<file path="src/rtl/key_event_debouncer.sv">
// key_event_debouncer
// Debounces a raw key-down level plus key code into clean press/release
// events, a debounced "held" level, the last accepted code and a wrapping
// press counter. Optional auto-repeat while the key stays down.
//
// Build option: define KEY_REPEAT_EN to include the auto-repeat timer.
// Without it repeat_pulse is tied low and REPEAT_DELAY/REPEAT_PERIOD
// are only range-checked.
//
// Ports
//   clk           clock, rising edge
//   reset         synchronous, active-high
//   key_valid     raw key-down level (already synchronised to clk)
//   code_in       raw key code, meaningful while key_valid=1
//   code_out      last debounced pressed code
//   press_pulse   one-cycle pulse on an accepted press
//   release_pulse one-cycle pulse on an accepted release
//   held          key debounced down
//   repeat_pulse  one-cycle auto-repeat pulse
//   press_count   accepted presses, wraps modulo 2^COUNT_W
//
// state       | meaning
// ------------+--------------------------------------------------
// IDLE        | key up, waiting for key_valid
// DEB_PRESS   | key seen down, counting stable samples of candidate
// HELD        | press accepted, key debounced down
// DEB_RELEASE | key seen up while held, counting stable low samples

module key_event_debouncer #(
  parameter int CODE_W          = 4,
  parameter int DEBOUNCE_CYCLES = 960000,
  parameter int COUNT_W         = 8,
  parameter int REPEAT_DELAY    = 24000000,
  parameter int REPEAT_PERIOD   = 6000000
) (
  input  logic               clk,
  input  logic               reset,
  input  logic               key_valid,
  input  logic [CODE_W-1:0]  code_in,
  output logic [CODE_W-1:0]  code_out,
  output logic               press_pulse,
  output logic               release_pulse,
  output logic               held,
  output logic               repeat_pulse,
  output logic [COUNT_W-1:0] press_count
);

  localparam int CNT_W = $clog2(DEBOUNCE_CYCLES + 1);
  localparam logic [CNT_W-1:0] CNT_LAST = CNT_W'(DEBOUNCE_CYCLES - 1);

  if (DEBOUNCE_CYCLES < 1 || REPEAT_DELAY < 1 || REPEAT_PERIOD < 1) begin : g_param_check
    $error("key_event_debouncer: DEBOUNCE_CYCLES, REPEAT_DELAY and REPEAT_PERIOD must be >= 1");
  end

  typedef enum logic [1:0] {
    IDLE        = 2'd0,
    DEB_PRESS   = 2'd1,
    HELD        = 2'd2,
    DEB_RELEASE = 2'd3
  } state_t;

  state_t             state, state_nxt;
  logic [CNT_W-1:0]   cnt, cnt_nxt;
  logic [CODE_W-1:0]  cand, cand_nxt;
  logic [CODE_W-1:0]  code_nxt;
  logic [COUNT_W-1:0] count_nxt;
  logic               press_nxt, release_nxt;

  always_ff @(posedge clk) begin
    if (reset) begin
      state         <= IDLE;
      cnt           <= '0;
      cand          <= '0;
      code_out      <= '0;
      press_count   <= '0;
      press_pulse   <= 1'b0;
      release_pulse <= 1'b0;
    end else begin
      state         <= state_nxt;
      cnt           <= cnt_nxt;
      cand          <= cand_nxt;
      code_out      <= code_nxt;
      press_count   <= count_nxt;
      press_pulse   <= press_nxt;
      release_pulse <= release_nxt;
    end
  end

  // One counter serves both debounce directions; it is cleared on every
  // entry into a debounce state and on every code change while pressing.
  always_comb begin
    state_nxt   = state;
    cnt_nxt     = cnt;
    cand_nxt    = cand;
    code_nxt    = code_out;
    count_nxt   = press_count;
    press_nxt   = 1'b0;
    release_nxt = 1'b0;
    case (state)
      IDLE: begin
        if (key_valid) begin
          state_nxt = DEB_PRESS;
          cnt_nxt   = '0;
          cand_nxt  = code_in;
        end
      end
      DEB_PRESS: begin
        if (!key_valid) begin
          state_nxt = IDLE;
        end else if (code_in != cand) begin
          cand_nxt = code_in;
          cnt_nxt  = '0;
        end else if (cnt == CNT_LAST) begin
          state_nxt = HELD;
          code_nxt  = cand;
          press_nxt = 1'b1;
          count_nxt = press_count + 1'b1;
        end else begin
          cnt_nxt = cnt + 1'b1;
        end
      end
      HELD: begin
        if (!key_valid) begin
          state_nxt = DEB_RELEASE;
          cnt_nxt   = '0;
        end
      end
      DEB_RELEASE: begin
        if (key_valid) begin
          state_nxt = HELD;
        end else if (cnt == CNT_LAST) begin
          state_nxt   = IDLE;
          release_nxt = 1'b1;
        end else begin
          cnt_nxt = cnt + 1'b1;
        end
      end
      default: state_nxt = IDLE;
    endcase
  end

  assign held = (state == HELD) || (state == DEB_RELEASE);

`ifdef KEY_REPEAT_EN
  localparam int REP_MAX = (REPEAT_DELAY > REPEAT_PERIOD) ? REPEAT_DELAY : REPEAT_PERIOD;
  localparam int REP_W   = $clog2(REP_MAX + 1);

  logic [REP_W-1:0] rep_cnt;
  logic [REP_W-1:0] rep_target;
  logic             rep_armed;
  logic             rep_pulse_q;

  // rep_armed selects between the initial delay and the repeat period.
  assign rep_target = rep_armed ? REP_W'(REPEAT_PERIOD - 1) : REP_W'(REPEAT_DELAY - 1);

  always_ff @(posedge clk) begin
    if (reset) begin
      rep_cnt     <= '0;
      rep_armed   <= 1'b0;
      rep_pulse_q <= 1'b0;
    end else if (press_nxt) begin
      rep_cnt     <= '0;
      rep_armed   <= 1'b0;
      rep_pulse_q <= 1'b0;
    end else if (state == HELD) begin
      if (rep_cnt == rep_target) begin
        rep_cnt     <= '0;
        rep_armed   <= 1'b1;
        rep_pulse_q <= 1'b1;
      end else begin
        rep_cnt     <= rep_cnt + 1'b1;
        rep_pulse_q <= 1'b0;
      end
    end else begin
      rep_pulse_q <= 1'b0;
    end
  end

  assign repeat_pulse = rep_pulse_q;
`else
  assign repeat_pulse = 1'b0;
`endif

endmodule
</file>
<file path="config.mk">
export PLATFORM = sky130hd
export DESIGN_NAME = key_event_debouncer
export DESIGN_NICKNAME = d
export VERILOG_FILES = /design/src/rtl/key_event_debouncer.sv
export SDC_FILE = /design/constraint.sdc
export NUM_CORES = 1
export LEC_CHECK = 0
export ABC_AREA = 0
export ABC_CLOCK_PERIOD_IN_PS = 2000
export CELL_PAD_IN_SITES_DETAIL_PLACEMENT = 2
export CELL_PAD_IN_SITES_GLOBAL_PLACEMENT = 2
export CORE_AREA = 4 4 83 85
export DETAILED_ROUTE_END_ITERATION = 8
export DIE_AREA = 0 0 87 89
export PLACE_DENSITY_LB_ADDON = 0.1
export RECOVER_POWER = 25
export SLEW_MARGIN = 20
export SYNTH_ARGS = -nofsm -noshare
export SYNTH_HDL_FRONTEND = slang
export SYNTH_SLANG_ARGS = --single-unit
</file>
<file path="constraint.sdc">
create_clock -name clk -period 2 [get_ports clk]
set_clock_uncertainty 0.05 [all_clocks]
set_input_delay 0.3 -clock clk [delete_from_list [all_inputs] [get_ports clk]]
set_output_delay 0.3 -clock clk [all_outputs]
set_load 0.01 [all_outputs]
</file>
==> impl_metrics.env <==
export IMPL_p_seq_frac=0.512
export IMPL_p_leak_nw=0.9182
export IMPL_synth_area_leaders="dfxtp_1 41%, nor2_1 5.2%, a21oi_1 5.1%, mux2i_1 4.1%, nand3_1 3.6%"
export IMPL_via_per_inst=5.173
export IMPL_cts_reportedPaths_clkPinSlew_ns=0.08
export IMPL_ys_types=45
export IMPL_crit_fanout=11
export IMPL_required_ns=2.18
export IMPL_final_util=0.3975
export IMPL_syn_cell_area_um2=1966
export IMPL_power_density_nw_per_um2=640.8
export IMPL_crit_type="register to register"
export IMPL_min_delay_start="cnt[18]$_SDFFE_PP0P_"
export IMPL_cts_buffers_inserted=5
export IMPL_numClockSinks=40
export IMPL_ys_top_cells_by_count="40 x dfxtp_1, 27 x nor2_1, 20 x a21oi_1, 16 x nand2_1, 14 x nand3_1"
export IMPL_busiest_layer="met2"
export IMPL_use_met3=0.03041
export IMPL_antenna_found_initial=0
export IMPL_hpwl_um=3791
export IMPL_hold_viol=0
export IMPL_clkPwrFrac=0.428
export IMPL_worst_setup_path_start_kind="register"
export IMPL_setup_violations_final=0
export IMPL_grt_pass1_vias=1850
export IMPL_fin_ws_ns=0.1516
export IMPL_synthArstFlopShare=0
export IMPL_drtPass1Iterations=4
export IMPL_ys_ff_latch=40
export IMPL_cts_buffer_depth=2
export IMPL_syn_num_nets=237
export IMPL_antenna_left=0
export IMPL_switchingPower_uw=363.4
export IMPL_max_freq_ghz=0.5410
export IMPL_r2r_start="cnt[0]$_SDFFE_PP0P_"
export IMPL_rows=29
export IMPL_postCtsSetupBuffers=0
export IMPL_hold_slack_ns=0.4318
export IMPL_end_kind="register"
export IMPL_r2r_end="press_count[4]$_SDFFE_PP0P_"
export IMPL_synth_edf_count=0
export IMPL_seq_area_frac_synth=0.4074
export IMPL_grtUsageTotal=0.1456
export IMPL_syn_instance_count=228
export IMPL_grt_max_degree=21
export IMPL_cts_root_buf="clkbuf_8"
export IMPL_ys_warn_count=0
export IMPL_arrival_ns=2.03
export IMPL_reg2reg_depth=6
export IMPL_clock_latency_ns=0.30
export IMPL_coreArea_um2=6205
export IMPL_maxCapViolCount=0
export IMPL_seqCellArea_um2=800.8
export IMPL_initial_utilization=0.3168
export IMPL_drt_total_wl_um=5225
export IMPL_gp_congestion=0.7363
export IMPL_n_antenna_cell=0
export IMPL_post_route_period_util=0.9242
export IMPL_maxSlewViolCount=0
export IMPL_dr_first_iter_drc_count=29
export IMPL_dieArea_um2=7743
export IMPL_yosysMostFrequentCell="dfxtp_1"
export IMPL_drive_gt1_frac=0.1288
export IMPL_min_delay_path_depth=1
export IMPL_vias=1764
export IMPL_grt_met2_usage=0.2519
export IMPL_use_met1=0.1758
export IMPL_route_detailed_drc=0
export IMPL_io_pins=23
export IMPL_area_growth_pct=25.46
export IMPL_grt_ovfl_total=0
export IMPL_r2r_slack_ns=0.15
export IMPL_yosys_most_used_dff="dfxtp_1"
export IMPL_min_period_ns=1.848
export IMPL_vdd_drop_max_mv=0.2814
export IMPL_multi_input_area_um2=1107
export IMPL_cts_tree="done"
export IMPL_dp_worst_setup_slack_ns=-0.1122
export IMPL_port_buffers=21
export IMPL_switching_share=0.2299
export IMPL_fillCellCount=696
export IMPL_syn_area_per_cell_um2=8.621
export IMPL_post_drt_wl_per_cell_um=15.32
export IMPL_grt_pass1_wl_um=8783
export IMPL_whs_endpoint="cnt[18]$_SDFFE_PP0P_"
export IMPL_fin_nets=272
export IMPL_dieWidth_um=87
export IMPL_power_mw=1.580
export IMPL_rsz0062_at_grt="no"
export IMPL_yosys_area_top_type="dfxtp_1"
export IMPL_combPwrFrac=0.060
export IMPL_die_height_um=89
export IMPL_cell_internal_pwr_mw=1.217
export IMPL_synth_top_area_share=0.4074
export IMPL_status="finished clean"
export IMPL_hold_path_class="register to register"
export IMPL_h_tree_depth=2
## cells in the final DEF (no fill, tap or decap), drive strengths merged, types with 7 or more instances in the layout
cell / n
a21oi: 20
o21ai: 13
nand4: 10
nand3: 14
clkdlybuf4s50: 11
dlygate4sd3: 10
nor2: 29
mux2i: 8
or3: 10
nand2: 17
clkbuf: 7
buf: 15
xor2: 9
dfxtp: 40
## flip-flops by register name, summed over array words and instances, names as in the netlist, named ones only
name and count:
cnt 20, press_pulse 1, code_out 4, release_pulse 1
state 1, cand 4, press_count 8
## worst max-delay path by stage
stage	startpoint	to	slack (ns)
floorplan	cnt[0]$_SDFFE_PP0P_	cnt[15]$_SDFFE_PP0P_	0.31
global placement	code_in[2]	press_count[7]$_SDFFE_PP0P_	-0.05
detailed placement	code_in[3]	press_count[4]$_SDFFE_PP0P_	-0.11
CTS	cnt[0]$_SDFFE_PP0P_	cnt[1]$_SDFFE_PP0P_	0.08
global route	cnt[1]$_SDFFE_PP0P_	code_out[0]$_SDFFE_PP0P_	0.005
finish	cnt[0]$_SDFFE_PP0P_	press_count[4]$_SDFFE_PP0P_	0.15
## cell type report
type	count	area share
multi-input cells	175	0.4490
repair buffers	37	0.1375
well taps	77	0.03907
clock inverters	2	0.01421
clock buffers	6	0.02943
inverters	4	0.006088
flip-flops and latches	40	0.3247
## per-layer routing
layer,part of all wire,vias to the layer above
met5,0,-
met4,0.014,0
met3,0.029,4
met2,0.49,21
met1,0.47,859
li1,-,880
## logic make-up (layout without fill, tap and decap cells)
| logic type | after synthesis | after routing | synth area share |
|---|---|---|---|
| AND/OR/NAND/NOR | 108 | 108 | 0.3138 |
| AO/OA/AOI/OAI | 42 | 42 | 0.1178 |
| flip-flops | 40 | 40 | 0.4074 |
| XOR/XNOR | 14 | 14 | 0.07002 |
| buffers and inverters | 13 | 49 | 0.03564 |
| multiplexers | 8 | 8 | 0.04074 |
| adder cells (fa/ha/maj) | 2 | 2 | 0.01273 |
| other | 1 | 1 | 0.001908 |
## through the flow
step	cells	TNS, ns	area, um2
final	341	0	2466
after global routing	341	0	2466
after CTS	341	0	2457
after detailed placement	333	-0.9178	2350
after global placement	333	-0.2354	2350
after floorplan	228	0	1966
## timing repair
action	in CTS	in global routing
setup endpoints to repair	0	9
hold buffers	0	0
resized for setup	0	3
## power by group through the flow
stage          sequential [mW]  clock, mW  combinational (mW)
2_1_floorplan            0.826          0              0.0538
3_3_place_gp             0.828          0              0.0953
3_5_place_dp             0.828          0              0.0967
4_1_cts                  0.809      0.705              0.0986
5_1_grt                  0.810      0.748               0.105
6_report                 0.809      0.676              0.0955
## worst max-delay path, cell delays in order, from the launching register on
cell,delay (ns)
dfxtp_1,0.40
ha_2,0.24
nand4_1,0.12
nor2_2,0.23
nand4_4,0.21
or3_1,0.39
a21oi_1,0.15
(Power assumes the default switching activity.)
==> edit, RTL diff (same settings) <==
The parameter `CODE_W` goes from 4 to 6.
--- a/src/rtl/key_event_debouncer.sv
+++ b/src/rtl/key_event_debouncer.sv
@@ -28,5 +28,5 @@
 
 module key_event_debouncer #(
-  parameter int CODE_W          = 4,
+  parameter int CODE_W          = 6,
   parameter int DEBOUNCE_CYCLES = 960000,
   parameter int COUNT_W         = 8,
Interface: changed (resized code_in and code_out); port bits go from 23 to 27. The function was not compared with the original's and may differ.
==> edit against the original RTL <==
- the flow now finishes with violations (setup timing)
- first-iteration DRC count increased to 2.8 times the old value
- worst setup slack worse by 270 ps
- die area stayed put
- non-clock buffer count increased by 37
- sequential cell count grew 4
- register-to-register slack got worse by 160 ps
- cell area rose by 32%
- synthesized cell count up 14%
- synthesized area rose by 16%
- core utilization is 13 points higher
- total power increased by 5.1%
- fmax fell by 13%
- routed wire length increased by 68%
==> edit: results (changes against the original RTL) <==
power.leakage_nw: 1.31  # was 0.918 nW
pre_cts_slack_ps: -431  # was -112 ps
status: "complete, but fails checks"  # was complete, no violations
synth_cell_types: 53  # was 45
utilization_pct: 52.3  # was 39.7%
place_area_um2: 2920  # was 2350 µm²
setup_slack_ps: -120  # was 152 ps
synth_seq_area_share_pct: 38.8  # was 40.7%
grt_max_degree: 27  # was 21
wl_per_cell_um: 21.6  # was 15.3 µm
synth_nets: 270  # was 237
arrival_ps: 2270  # was 2030 ps
fin_setup_tns_ps: -352  # was 0 ps
ir_drop_uv: 384  # was 281 µV
track_usage_pct: 22.0  # was 14.6%
fill_cells: 645  # was 696
syn_avg_cell_area_um2: 8.77  # was 8.62 µm²
hpwl_mm: 5.48  # was 3.79 mm
dpl.cell_count: 396  # was 333
synthTopCellsByCount: "44 x dfxtp_1, 32 x nor2_1, 18 x nand2_1"  # was 40 x dfxtp_1, 27 x nor2_1, 20 x a21oi_1
numPortBuffers: 25  # was 21
drive_gt1_share_pct: 34.8  # was 12.9%
avgViaCountPerCell: 5.51  # was 5.17
cp_max_fo: 6  # was 11
vias: 2243  # was 1764
grt_pass1_wl_mm: 12.9  # was 8.78 mm
setup_viol: 8  # was 0
grt_pass1_vias: 2547  # was 1850
hp-class: "input port to register"  # was register to register
sequentialPower_uw: 895  # was 809 µW
startpoint: "key_valid"  # was cnt[0]
nets: 340  # was 272
violations: "setup timing"
internal_power_mw: 1.23  # was 1.22 mW
first_iter_violations: 81  # was 29
r2r-start: "cand[3]"  # was cnt[0]
## edit: cell types whose count changed in the layout (fill, tap and decap cells not counted), moves of 4 or more
cell	change
buf_4	+31
a21oi_1	-8
dfxtp_2	+8
o21ai_1	-8
nor2_2	+6
or3_1	-6
a21oi_2	+5
dfxtp_1	-5
nor2b_1	+5
a31oi_1	-4
and3_1	-4
## edit: critical path: stages
cell	delay [ps]
dlygate4sd3_1	560
nand2b_1	130
nor3_2	280
nand4_1	220
buf_6	200
nor4_4	220
mux2_2	360
## edit: cell type report
| type | instances | share of cell area [%] |
|---|---|---|
| flip-flops and latches | 44 | 27.6 |
| repair buffers | 74 | 20.0 |
| well taps | 77 | 2.97 |
| multi-input cells | 197 | 45.9 |
| clock buffers | 8 | 2.78 |
| inverters | 7 | 0.810 |
## edit: layer usage
metal  vias up  wire length (µm)  GRT usage [%]
met3        16               203           3.50
met5         -                 0              0
met4         0               252           8.07
met1      1111              3480           23.0
li1       1066                 -              -
met2        50              4840           43.8
## edit: worst paths after layout
check / endpoint / slack, ps / cells past startpoint
worst max-delay path: press_count[6] / -120 / 7
worst min-delay path: cand[3] / 270 / 3
worst max register to register: press_count[6] / -10 / 6
worst min register to register: code_out[5] / 450 / 2
## edit: cell families after synthesis
group	count (synthesis)	share of synthesized area (%)
mux	12	5.45
flops	44	38.8
buf+inv	18	3.97
fa+ha+maj	2	1.10
compound gates	43	12.6
other cells	1	0.165
simple gates	122	31.3
xor+xnor	17	6.56
## edit: timing repair
action                                  in CTS  in global routing
setup buffers                                1                  1
hold buffers                                 0                  0
cloned                                       1                  0
resized for setup                           17                 38
pin swaps                                    7                 14
endpoints found under the setup margin      16                 21
